## config.mk

```make
export PLATFORM = sky130hd
export DESIGN_NAME = image_row_feeder
export DESIGN_NICKNAME = d
export VERILOG_FILES = /design/src/rtl/image_row_feeder.sv
export SDC_FILE = /design/constraint.sdc
export NUM_CORES = 1
export LEC_CHECK = 0
export ABC_AREA = 1
export CAP_MARGIN = 20
export CORE_UTILIZATION = 55
export DETAILED_ROUTE_END_ITERATION = 8
export DONT_BUFFER_PORTS = 1
export PLACE_DENSITY_LB_ADDON = 0.2
export REMOVE_ABC_BUFFERS = 1
export SETUP_SLACK_MARGIN = 0.2
export SLEW_MARGIN = 10
export SYNTH_ARGS = -nofsm -noshare
export SYNTH_HDL_FRONTEND = slang
export SYNTH_SLANG_ARGS = --single-unit
```

## constraint.sdc

```tcl
create_clock -name CLK -period 5.4 [get_ports CLK]
set_input_delay 1.08 -clock CLK [delete_from_list [all_inputs] [get_ports CLK]]
set_output_delay 1.08 -clock CLK [all_outputs]
set_load 0.03 [all_outputs]
```

## src/rtl/image_row_feeder.sv

```systemverilog
// Byte-stream front end for simpleCNN: packs each image row into one wide word,
// presents rows to the classifier one per transfer and holds off the next image until DONE.
module image_row_feeder #(
  parameter int PIX_W   = 8,
  parameter int ROW_PIX = 25,
  parameter int ROWS    = 25
) (
  input  logic                     CLK,
  input  logic                     nRST,
  input  logic                     PIX_VALID,
  input  logic [PIX_W-1:0]         PIX_DATA,
  output logic                     PIX_READY,
  output logic                     START,
  output logic [4:0]               X,
  output logic [4:0]               Y,
  output logic [PIX_W*ROW_PIX-1:0] IMGIN,
  output logic                     ROW_VALID,
  input  logic                     CNN_DONE,
  output logic                     BUSY,
  output logic                     ERR
);

  localparam int W    = PIX_W * ROW_PIX;
  localparam int PC_W = $clog2(ROW_PIX + 1);

  localparam logic [PC_W-1:0] PC_FULL = PC_W'(ROW_PIX);
  localparam logic [4:0]      RC_LAST = 5'(ROWS - 1);

  typedef enum logic [1:0] {
    IDLE      = 2'd0,
    STREAM    = 2'd1,
    WAIT_DONE = 2'd2
  } state_t;

  state_t          state;
  logic [PC_W-1:0] pc;
  logic [4:0]      rc;
  logic [W-1:0]    pack;
  logic            row_full;
  logic            pix_xfer;

  assign row_full  = (pc == PC_FULL);
  assign PIX_READY = !row_full;
  assign pix_xfer  = PIX_VALID && PIX_READY;
  assign BUSY      = (state == STREAM) || (state == WAIT_DONE);

  // Shifting in at the LSB leaves the first pixel of the row in the MSB byte
  // once the row is full, so no per-pixel address decode is needed.
  // NOTE: pack carries no reset; every byte is overwritten before IMGIN loads it,
  // so leaving it out of the reset network keeps the wide datapath plain flops.
  always_ff @(posedge CLK) begin
    if (pix_xfer) begin
      pack <= {pack[W-PIX_W-1:0], PIX_DATA};
    end
  end

  // NOTE: all state below uses non-blocking assignments so every branch sees
  // the pre-edge values of pc, rc and state regardless of statement order.
  always_ff @(posedge CLK or negedge nRST) begin
    if (!nRST) begin
      state     <= IDLE;
      pc        <= '0;
      rc        <= '0;
      X         <= '0;
      Y         <= '0;
      IMGIN     <= '0;
      START     <= 1'b0;
      ROW_VALID <= 1'b0;
      ERR       <= 1'b0;
    end else begin
      START     <= 1'b0;
      ROW_VALID <= 1'b0;

      // A pixel can never arrive in the same cycle the row drains: ready is low while full.
      if (pix_xfer) begin
        pc <= pc + 1'b1;
      end

      if (CNN_DONE && (state != WAIT_DONE)) begin
        ERR <= 1'b1;
      end

      case (state)
        IDLE: begin
          if (row_full) begin
            START <= 1'b1;
            rc    <= '0;
            state <= STREAM;
          end
        end
        STREAM: begin
          if (row_full) begin
            IMGIN     <= pack;
            Y         <= rc;
            ROW_VALID <= 1'b1;
            pc        <= '0;
            rc        <= rc + 5'd1;
            if (rc == RC_LAST) begin
              state <= WAIT_DONE;
            end
          end
        end
        WAIT_DONE: begin
          if (CNN_DONE) begin
            X     <= X + 5'd1;
            state <= IDLE;
          end
        end
        default: state <= IDLE;
      endcase
    end
  end

endmodule

```

After elaboration in Yosys (flattened, before gate mapping)
Index checks and enable logic that the tools add are counted.

Logic and storage cells: 46. Input bits: 12. Output and inout bits: 215. Register bits after elaboration: 425.

$add $sub $neg: 3. Reduce and logical (&&, ||, !) cells: 10. Muxes and demuxes: 14. Equality and inequality tests: 9.

Operators by type and width (number): 2-to-1 mux 5 bit (5); adder 5 x 1 -> 5 bit, second input constant (3); == test 5 bit, second input constant (2); one-hot mux 5 bit (2 select lines) (1); 2-to-1 mux 2 bit (4); inequality test 2 bit, second input constant (4); one-hot mux 2 bit (3 select lines) (1); AND reduction 2 bit (2); AND reduction 4 bit (1); 2-to-1 mux 1 bit (3); AND reduction 3 bit (1); == test 2 x 1 -> 1 bit, second input constant (1); == test 2 bit, second input constant (1); logical AND 1 bit (2); zero test 2 bit (1); inequality test 2 x 1 -> 1 bit, second input constant (1); nonzero test 2 bit (1); zero test 1 bit (1); logical OR 1 bit (1).

Longest topological paths before layout
Gate-level depths: netlist of the first run.

Depth in word-level cells: 6. Depth in mapped cells: 9. Depth with buffers taken out: 9.

Worst setup path before layout of the first run
No wires, ideal clock.

Path kind: input port to flip-flop. Start: input PIX_VALID. End: register pack[0], enable pin. Buffers on the path: 0. Arrival time: 5.069 ns. Library setup time: 0.553 ns. Path slack: -0.221 ns. Required time: 4.847 ns. Cell stages on the path: 2. Cell sequence: nand2_1 inv_1.

Word-level cells in the longest chain between the ends: 1.

RTL lines: start, declared (RTL line 10) `input logic PIX_VALID,`; logical AND 1 bit (RTL line 44) `assign pix_xfer = PIX_VALID && PIX_READY;`; via pix_xfer (RTL line 40) `logic pix_xfer;`; end signal, assigned (RTL line 53) `pack <= {pack[W-PIX_W-1:0], PIX_DATA};`; end, declared (RTL line 38) `logic [W-1:0] pack;`.

The timed path passes the listed nets, and every way through them passes these cells. A chain may end at the register's enable or synchronous reset.

Worst setup path in the final report of the first run
Start: register pc[0]. End: register pack[124], enable pin.

Word-level cells in the longest chain between the ends: 3.

RTL lines: start, declared (RTL line 36) `logic [PC_W-1:0] pc;`; start signal, assigned (RTL line 76) `pc <= pc + 1'b1;`; == test 5 bit (RTL line 42) `assign row_full = (pc == PC_FULL);`; zero test 1 bit (RTL line 43) `assign PIX_READY = !row_full;`; via PIX_READY (RTL line 12) `output logic PIX_READY,`; logical AND 1 bit (RTL line 44); via pix_xfer (RTL line 40).

The timed path passes the listed nets, and every way through them passes these cells.

==> reports/metrics.cfg, run 1 <==
[cts]
path_clk_slew_ns=0.06
clk_path_buf_depth=3
cts_sinks=425
cts_root_buffer=clkbuf_16
ctsResizeCount=0
cts_setup_buffers=0
htreeDepth=2
cts_hold_buf=0
cts_tree=done
clk_latency_ns=0.52
numCtsBuffers=42

[floorplanning]
fp.coreArea_mm2=0.0262
rows=59
ios=227
die-area_mm2=0.0275
die_y_um=166
initial_utilization_pct=56.4
chipWidth_um=166

[synthesis]
synthCells=1180
synth_commonest_cells=629 x nand2_1, 225 x dfrtp_1, 200 x edfxtp_1, 27 x buf_4, 20 x inv_1
synthFlopType=dfrtp_1
yosysTopAreaCell=edfxtp_1
synth_most_common_cell=nand2_1
yosysSeqAreaShare_pct=78.7
ys_top_cells_by_area=edfxtp_1 41%, dfrtp_1 38%, nand2_1 16%, buf_4 1.4%, ha_1 0.85%
netlist.area_leader.share_pct=40.6
synth_warnings=0
synth_edf_count=200
syn_area_mm2=0.0148
async_flop_share_pct=52.9
ys_ff_latch=425
ys_types=23
syn_avg_cell_area_um2=12.5

[global_routing]
grt_usage_pct=19.4
grt_pass1_vias=7981
antenna_found_initial=0
grt_overflow=0
grt_pass1_wl_um=42800
grt_max_degree=226

[status]
violations=DRC
status=finished with violations

[critical_path]
endpoint_kind=flip-flop
crit_start=pc[0]
worstReg2RegStart=pc[0]
critical_path_arrival_ns=3.08
path_max_fanout=139
cp.required_ns=5.57
start_kind=flip-flop
criticalPathCategory=flip-flop to flip-flop

[timing]
worstMarginPinSlew_ns=1.08
slew_headroom_pct=28.1
grt_setup_unrepaired=no
hold_viol=0
report.final.slew_viol_count=0
skew_ns=0.0145
setup_violations=0
holdWs_ns=0.264
finalWorstSetupSlack_ns=2.49
clock.fmax_mhz=344
fin_crit_sh_pct=53.9
finalCriticalPeriod_ns=2.91

[finish]
nFillCells=2057
stdcell_count=1551
nets=1208
n_antenna_cell=0
drive_above_1_share_pct=5.51
syn_to_final_growth_pct=10.2

[drt]
post_drt_via_cell_ratio=5.08
drt-initial-drc-count=554
drtPass1Iterations=6
wl_um=25900
vias=7879
drc_errors=18
postRouteAntennaNets=0
wl_per_cell_um=16.7

[pwr]
power.leakage_uw=0.00763
vdd_drop_max_mv=0.358
power.density_mw_per_mm2=554

[place]
gp_congestion=0.744
dp_hpwl_um=14600
place_inst=1477
portBuffers=0
place_ws_ns=2.41

[run]
cap_violations=0

[min_path]
hold_path.class=primary input to asynchronous set/reset pin

==> routing by layer <==
metal  track usage (%)  part of all wire [%]
met4              6.46                   2.4
met3              8.44                    10
met1              25.2                    42
met5                 0                     0
met2              29.4                    45
==> stage by stage <==
step	util, %	instance area, um^2	power, uW	TNS [ns]
after CTS	62.2	16300	9140	0
after detailed placement	57.3	15000	6410	0
after global placement	57.2	15000	6340	0
final	62.2	16300	9030	0
after floorplan	-	14500	6090	-44.24
after global routing	62.2	16300	9470	0
==> where the power goes <==
part | total (uW) | leakage, uW | switching, uW | internal, uW
combinational | 754 | 0.00204 | 491 | 263
clock | 2710 | 0.000626 | 1130 | 1580
sequential | 5570 | 0.00497 | 1420 | 4150
==> flip-flops by register name, summed over array words and instances, names as in the netlist <==
register,cells
rc,5
X,5
ERR,1
ROW_VALID,1
state,2
pc,5
pack,200
IMGIN,200
START,1
Y,5
==> final timing paths <==
path	end	slack, ns	cells after the start
setup / recovery	pack[124]	2.49	5
hold / removal	Y[3]	0.26	0
setup reg to reg	pack[124]	2.49	5
hold reg to reg	pack[102]	0.44	0
max in group asynchronous	IMGIN[93]	4.93	0
min in group CLK	pack[102]	0.44	0
==> critical path, stage by stage (launching register included) <==
cell	delay, ns
dfrtp_1	0.43
ha_1	0.26
nand4_4	0.22
nand2_1	0.25
inv_8	0.70
buf_4	0.52
==> placed cells by master (no fill, tap or decap), types with 2 or more instances in the layout <==
master	count
buf_12	3
buf_4	4
clkbuf_1	15
clkbuf_16	43
clkbuf_8	5
clkinv_1	5
clkinv_2	4
dfrtp_1	225
edfxtp_1	200
ha_1	10
inv_1	19
nand2_1	628
nand3_1	6
nand4_1	5
nor2_1	12
o21ai_0	13
xnor2_1	4
xor2_1	2
==> cell type report <==
class / instances / area, um^2 / share of cell area [%]
Clock buffer: 63 / 1200 / 7.37
Timing Repair Buffer: 7 / 90.1 / 0.553
Sequential cell: 425 / 11600 / 71.4
Inverter: 21 / 86.3 / 0.530
Clock inverter: 11 / 77.6 / 0.476
Tap cell: 335 / 419 / 2.57
Multi-Input combinational cell: 689 / 2790 / 17.1
==> kinds of logic after synthesis <==
| family | share of synthesized area (%) |
|---|---|
| and+or+nand+nor | 17.0 |
| DFF | 78.7 |
| buffers and inverters | 2.50 |
| AOI/OAI and AO/OA | 0.575 |
| adders and majority gates | 0.846 |
| xor gates and xnor gates | 0.355 |
No activity file was read; power rests on OpenSTA's default activity.
==> run 2, diff against run 1 <==
Clock period 5.4 ns to 3 ns, I/O delays scaled along.
==> reports/metrics.cfg, run 2 (synthesis results as in run 1) <==
[floorplanning]
die_y_um=166
ios=227
rows=59
die-area_mm2=0.0275
chipWidth_um=166
fp.coreArea_mm2=0.0262
initial_utilization_pct=56.4

[critical_path]
path_max_fanout=53
critical_path_arrival_ns=2.37
criticalPathCategory=flip-flop to flip-flop
worstReg2RegStart=pc[0]
endpoint=pack[187]
r2r_setup_slack_ns=0.82
endpoint_kind=flip-flop
crit_start=pc[0]
ff2ff_path_depth=5
start_kind=flip-flop
reg2reg_to=pack[187]
cp.required_ns=3.19

[cts]
htreeDepth=2
ctsResizeCount=0
clk_latency_ns=0.52
numCtsBuffers=43
cts_setup_buffers=0
cts_root_buffer=clkbuf_16
cts_tree=done
path_clk_slew_ns=0.06
cts_sinks=425
clk_path_buf_depth=3

[status]
status=finished with violations
violations=DRC, hold timing

[finish]
stdcell_count=1558
layout_commonest_cell=nand2_1
final_cell_mix=628 x nand2_1, 225 x dfrtp_1, 200 x edfxtp_1, 45 x clkbuf_16, 19 x inv_1
nets=1211
nFillCells=2009
n_antenna_cell=0
post-route-util_pct=62.8
reg_top3=IMGIN x200, pack x200
syn_to_final_growth_pct=11.3
drive_above_1_share_pct=6.38

[drt]
postRouteAntennaNets=0
wl_per_cell_um=16.8
vias=7892
top_layer=met4
drt-initial-drc-count=612
drc_errors=18
wl_um=26100
post_drt_via_cell_ratio=5.07
dr_wl_met3_um=2630
wl_met2_um=12100
drtPass1Iterations=6
wirelength_met1_um=11000

[timing]
clock.fmax_mhz=459
setup_violations=0
skew_ns=0.00974
holdWs_ns=-0.217
finalCriticalPeriod_ns=2.18
slew_headroom_pct=58.6
report.final.slew_viol_count=0
grt_setup_unrepaired=no
fin_crit_sh_pct=72.6
worstMarginPinSlew_ns=0.621
hold_viol=225

[place]
place_inst=1479
portBuffers=0
dp_hpwl_um=14900
gp_congestion=0.754

[run]
cap_violations=0

[pwr]
power.leakage_uw=0.00771
power.density_mw_per_mm2=1000
vdd_drop_max_mv=0.544
power_uw=16500

[global_routing]
grt_pass1_wl_um=43600
grt_usage_pct=19.7
grt_pass1_vias=8115
grt_max_degree=226
grt_overflow=0
antenna_found_initial=0

[min_path]
hold_path.class=primary input to asynchronous set/reset pin

==> run 2: cell types whose count changed in the layout (fill, tap and decap cells not counted), sizes merged <==
cell	change
inv	-1
clkinv	+4
buf	+2
clkbuf	-1
clkinvlp	+2
bufinv	+1
==> run 2: critical path: stages, from the launching register on <==
cell and delay [ns]:
dfrtp_1 0.43, ha_1 0.25, nand4_4 0.21, nand2_1 0.24, inv_8 0.33, buf_12 0.32
==> run 2: area by class of cell <==
type	count	area [um^2]	area share, %
Inverter	21	86.3	0.525
Multi-Input combinational cell	689	2790	17.0
Timing Repair Buffer	9	155	0.943
Sequential cell	425	11600	70.7
Clock inverter	17	136	0.829
Tap cell	335	419	2.55
Clock buffer	62	1230	7.48
==> run 2: worst min-delay path by stage <==
stage | from | endpoint | slack, ns | depth (start not counted)
detailed placement | nRST | Y[2] | 0.31 | 0
floorplan | nRST | ERR | 0.30 | 0
CTS | nRST | IMGIN[10] | -0.24 | 0
finish | nRST | Y[2] | -0.22 | 0
global route | nRST | Y[2] | -0.25 | 0
global placement | nRST | rc[2] | 0.31 | 0
==> run 2: power breakdown <==
part	leakage (uW)	switching, uW	internal, uW
Combinational	0.00207	890	492
Sequential	0.00497	2570	7460
Clock	0.000671	2070	3020
Total	0.00771	5530	11000
==> run 2: layer usage <==
| layer | track usage (%) | vias up |
|---|---|---|
| li1 | - | 3815 |
| met1 | 25.9 | 3826 |
| met2 | 30.7 | 207 |
| met3 | 7.89 | 44 |
| met4 | 5.24 | 0 |
| met5 | 0 | - |
==> run 2: per-stage QoR <==
step | setup WS [ns] | TNS [ns] | hold WS [ns] | instance area [um^2]
final | 0.823 | 0 | -0.217 | 16500
after global routing | 0.662 | 0 | -0.248 | 16500
after CTS | 0.789 | 0 | -0.244 | 16500
after detailed placement | 0.801 | 0 | 0.309 | 15100
after global placement | 0.825 | 0 | 0.310 | 15100
after floorplan | -2.42 | -768.35 | 0.304 | 14500
==> run 3, diff against run 2 <==
Clock period 3 ns to 1.8 ns, I/O delays scaled along.
==> reports/metrics.cfg, run 3 (synthesis results as in run 1) <==
[timing]
clock.fmax_mhz=555
finalWorstSetupSlack_ns=-0.00340
worstMarginPinSlew_ns=0.443
fin_crit_sh_pct=100
grt_setup_unrepaired=yes
finalCriticalPeriod_ns=1.80
setup_tns_ns=-0.00340
setup_violations=1
hold_viol=225
skew_ns=0.0179
holdWs_ns=-0.468
report.final.slew_viol_count=0
slew_headroom_pct=70.5

[drt]
drt-initial-drc-count=719
post_drt_via_cell_ratio=5.43
wl_per_cell_um=21.9
drtPass1Iterations=7
vias=9122
drc_errors=18
wl_um=36900
postRouteAntennaNets=0

[floorplanning]
fp.coreArea_mm2=0.0262
chipWidth_um=166
initial_utilization_pct=56.4
die-area_mm2=0.0275
ios=227
die_y_um=166
rows=59

[pwr]
pwr-share-comb_pct=13.3
p_int_uw=19700
power.leakage_uw=0.00900
p_clk_share_pct=30.2
vdd_drop_max_mv=0.983
seq_power_share_pct=56.5
swShare_pct=34.1
power_uw=29900
power.density_mw_per_mm2=1570
switchingPower_uw=10200

[global_routing]
grt_pass1_vias=8536
grt_overflow=0
grt_usage_pct=21.9
antenna_found_initial=0
grt_pass1_wl_um=47400
grt_max_degree=226

[critical_path]
worstReg2RegStart=state[1]
ff2ff_path_depth=10
r2r_setup_slack_ns=-0.003
criticalPathCategory=flip-flop to flip-flop
cp.required_ns=2.27
endpoint_kind=flip-flop
reg2reg_to=IMGIN[125]
critical_path_arrival_ns=2.27
path_max_fanout=7
start_kind=flip-flop

[finish]
post-route-util_pct=72.7
reg_top3=IMGIN x200, pack x200
multi_input_area_mm2=0.00327
nets=1335
stdcell_count=1681
n_antenna_cell=0
final_cell_mix=545 x nand2_1, 224 x dfrtp_1, 200 x edfxtp_1, 69 x clkbuf_16, 57 x nand2_2
nFillCells=1641
syn_to_final_growth_pct=28.8
final_area_mm2=0.0191
register_area_mm2=0.0116
layout_commonest_cell=nand2_1
drive_above_1_share_pct=21.5

[place]
placed_area_mm2=0.0153
portBuffers=0
gp_congestion=0.764
place_inst=1497
dp_hpwl_um=16200

[min_path]
hold_path.class=primary input to asynchronous set/reset pin

[cts]
cts_root_buffer=clkbuf_16
path_clk_slew_ns=0.07
cts_tree=done
clk_latency_ns=0.54
htreeDepth=2
cts_sinks=425
numCtsBuffers=43
clk_path_buf_depth=3
cts_hold_buf=9

[status]
status=finished with violations
violations=DRC, hold timing, setup timing

[run]
cap_violations=0

==> run 3: power groups by stage <==
stage          sequential [uW]  clock (uW)  combinational [uW]
2_1_floorplan            16400           0                1870
3_3_place_gp             16800           0                2380
3_5_place_dp             16900           0                2540
4_1_cts                  16800        9100                2940
5_1_grt                  17100        9540                4400
6_report                 16900        9020                3980
==> run 3: critical path, stage by stage (launching register included) <==
cell        delay [ns]
dfrtp_1           0.38
inv_2             0.11
ha_4              0.17
clkinvlp_4        0.13
nor2_4            0.18
buf_12            0.16
buf_16            0.16
buf_12            0.12
buf_16            0.12
nand2_1           0.07
nand2_1           0.11
==> run 3: timing repair <==
item | in CTS | in global routing
endpoints found under the setup margin | 373 | 404
setup buffers | 10 | 32
pin swaps | 3 | 63
cloned | 10 | 45
endpoints found under the hold margin | 234 | 225
gates resized for setup | 25 | 170
==> run 3: layer usage <==
layer	vias to the layer above	track usage [%]	routed length, um
met3	57	7.75	3530
li1	4091	-	-
met2	372	34.2	18200
met5	-	0	0
met4	0	5.61	786
met1	4602	29.4	14400
==> run 3: worst max-delay path by stage <==
| stage | start | end | depth (start not counted) |
|---|---|---|---|
| floorplan | pc[0] | pack[0] | 4 |
| global placement | pc[0] | pack[1] | 5 |
| detailed placement | pc[0] | Y[2] | 6 |
| CTS | pc[1] | PIX_READY | 4 |
| global route | state[1] | IMGIN[125] | 10 |
| finish | state[1] | IMGIN[125] | 10 |
==> run 3: final cells by class <==
type	instances	share of cell area [%]
clock buffers	64	6.71
flip-flops and latches	425	61.1
well taps	335	2.20
clock inverters	14	0.880
multi-input cells	693	17.1
repair inverters	2	0.131
repair buffers	127	11.3
inverters	21	0.585
==> run 3: per-stage QoR <==
stage               hold WS [ns]  setup WS [ns]
finish                    -0.468       -0.00340
global route              -0.490        -0.0340
CTS                       -0.477         0.0553
detailed placement        0.0694         0.0418
global placement          0.0707         0.0872
floorplan                 0.0644          -3.62
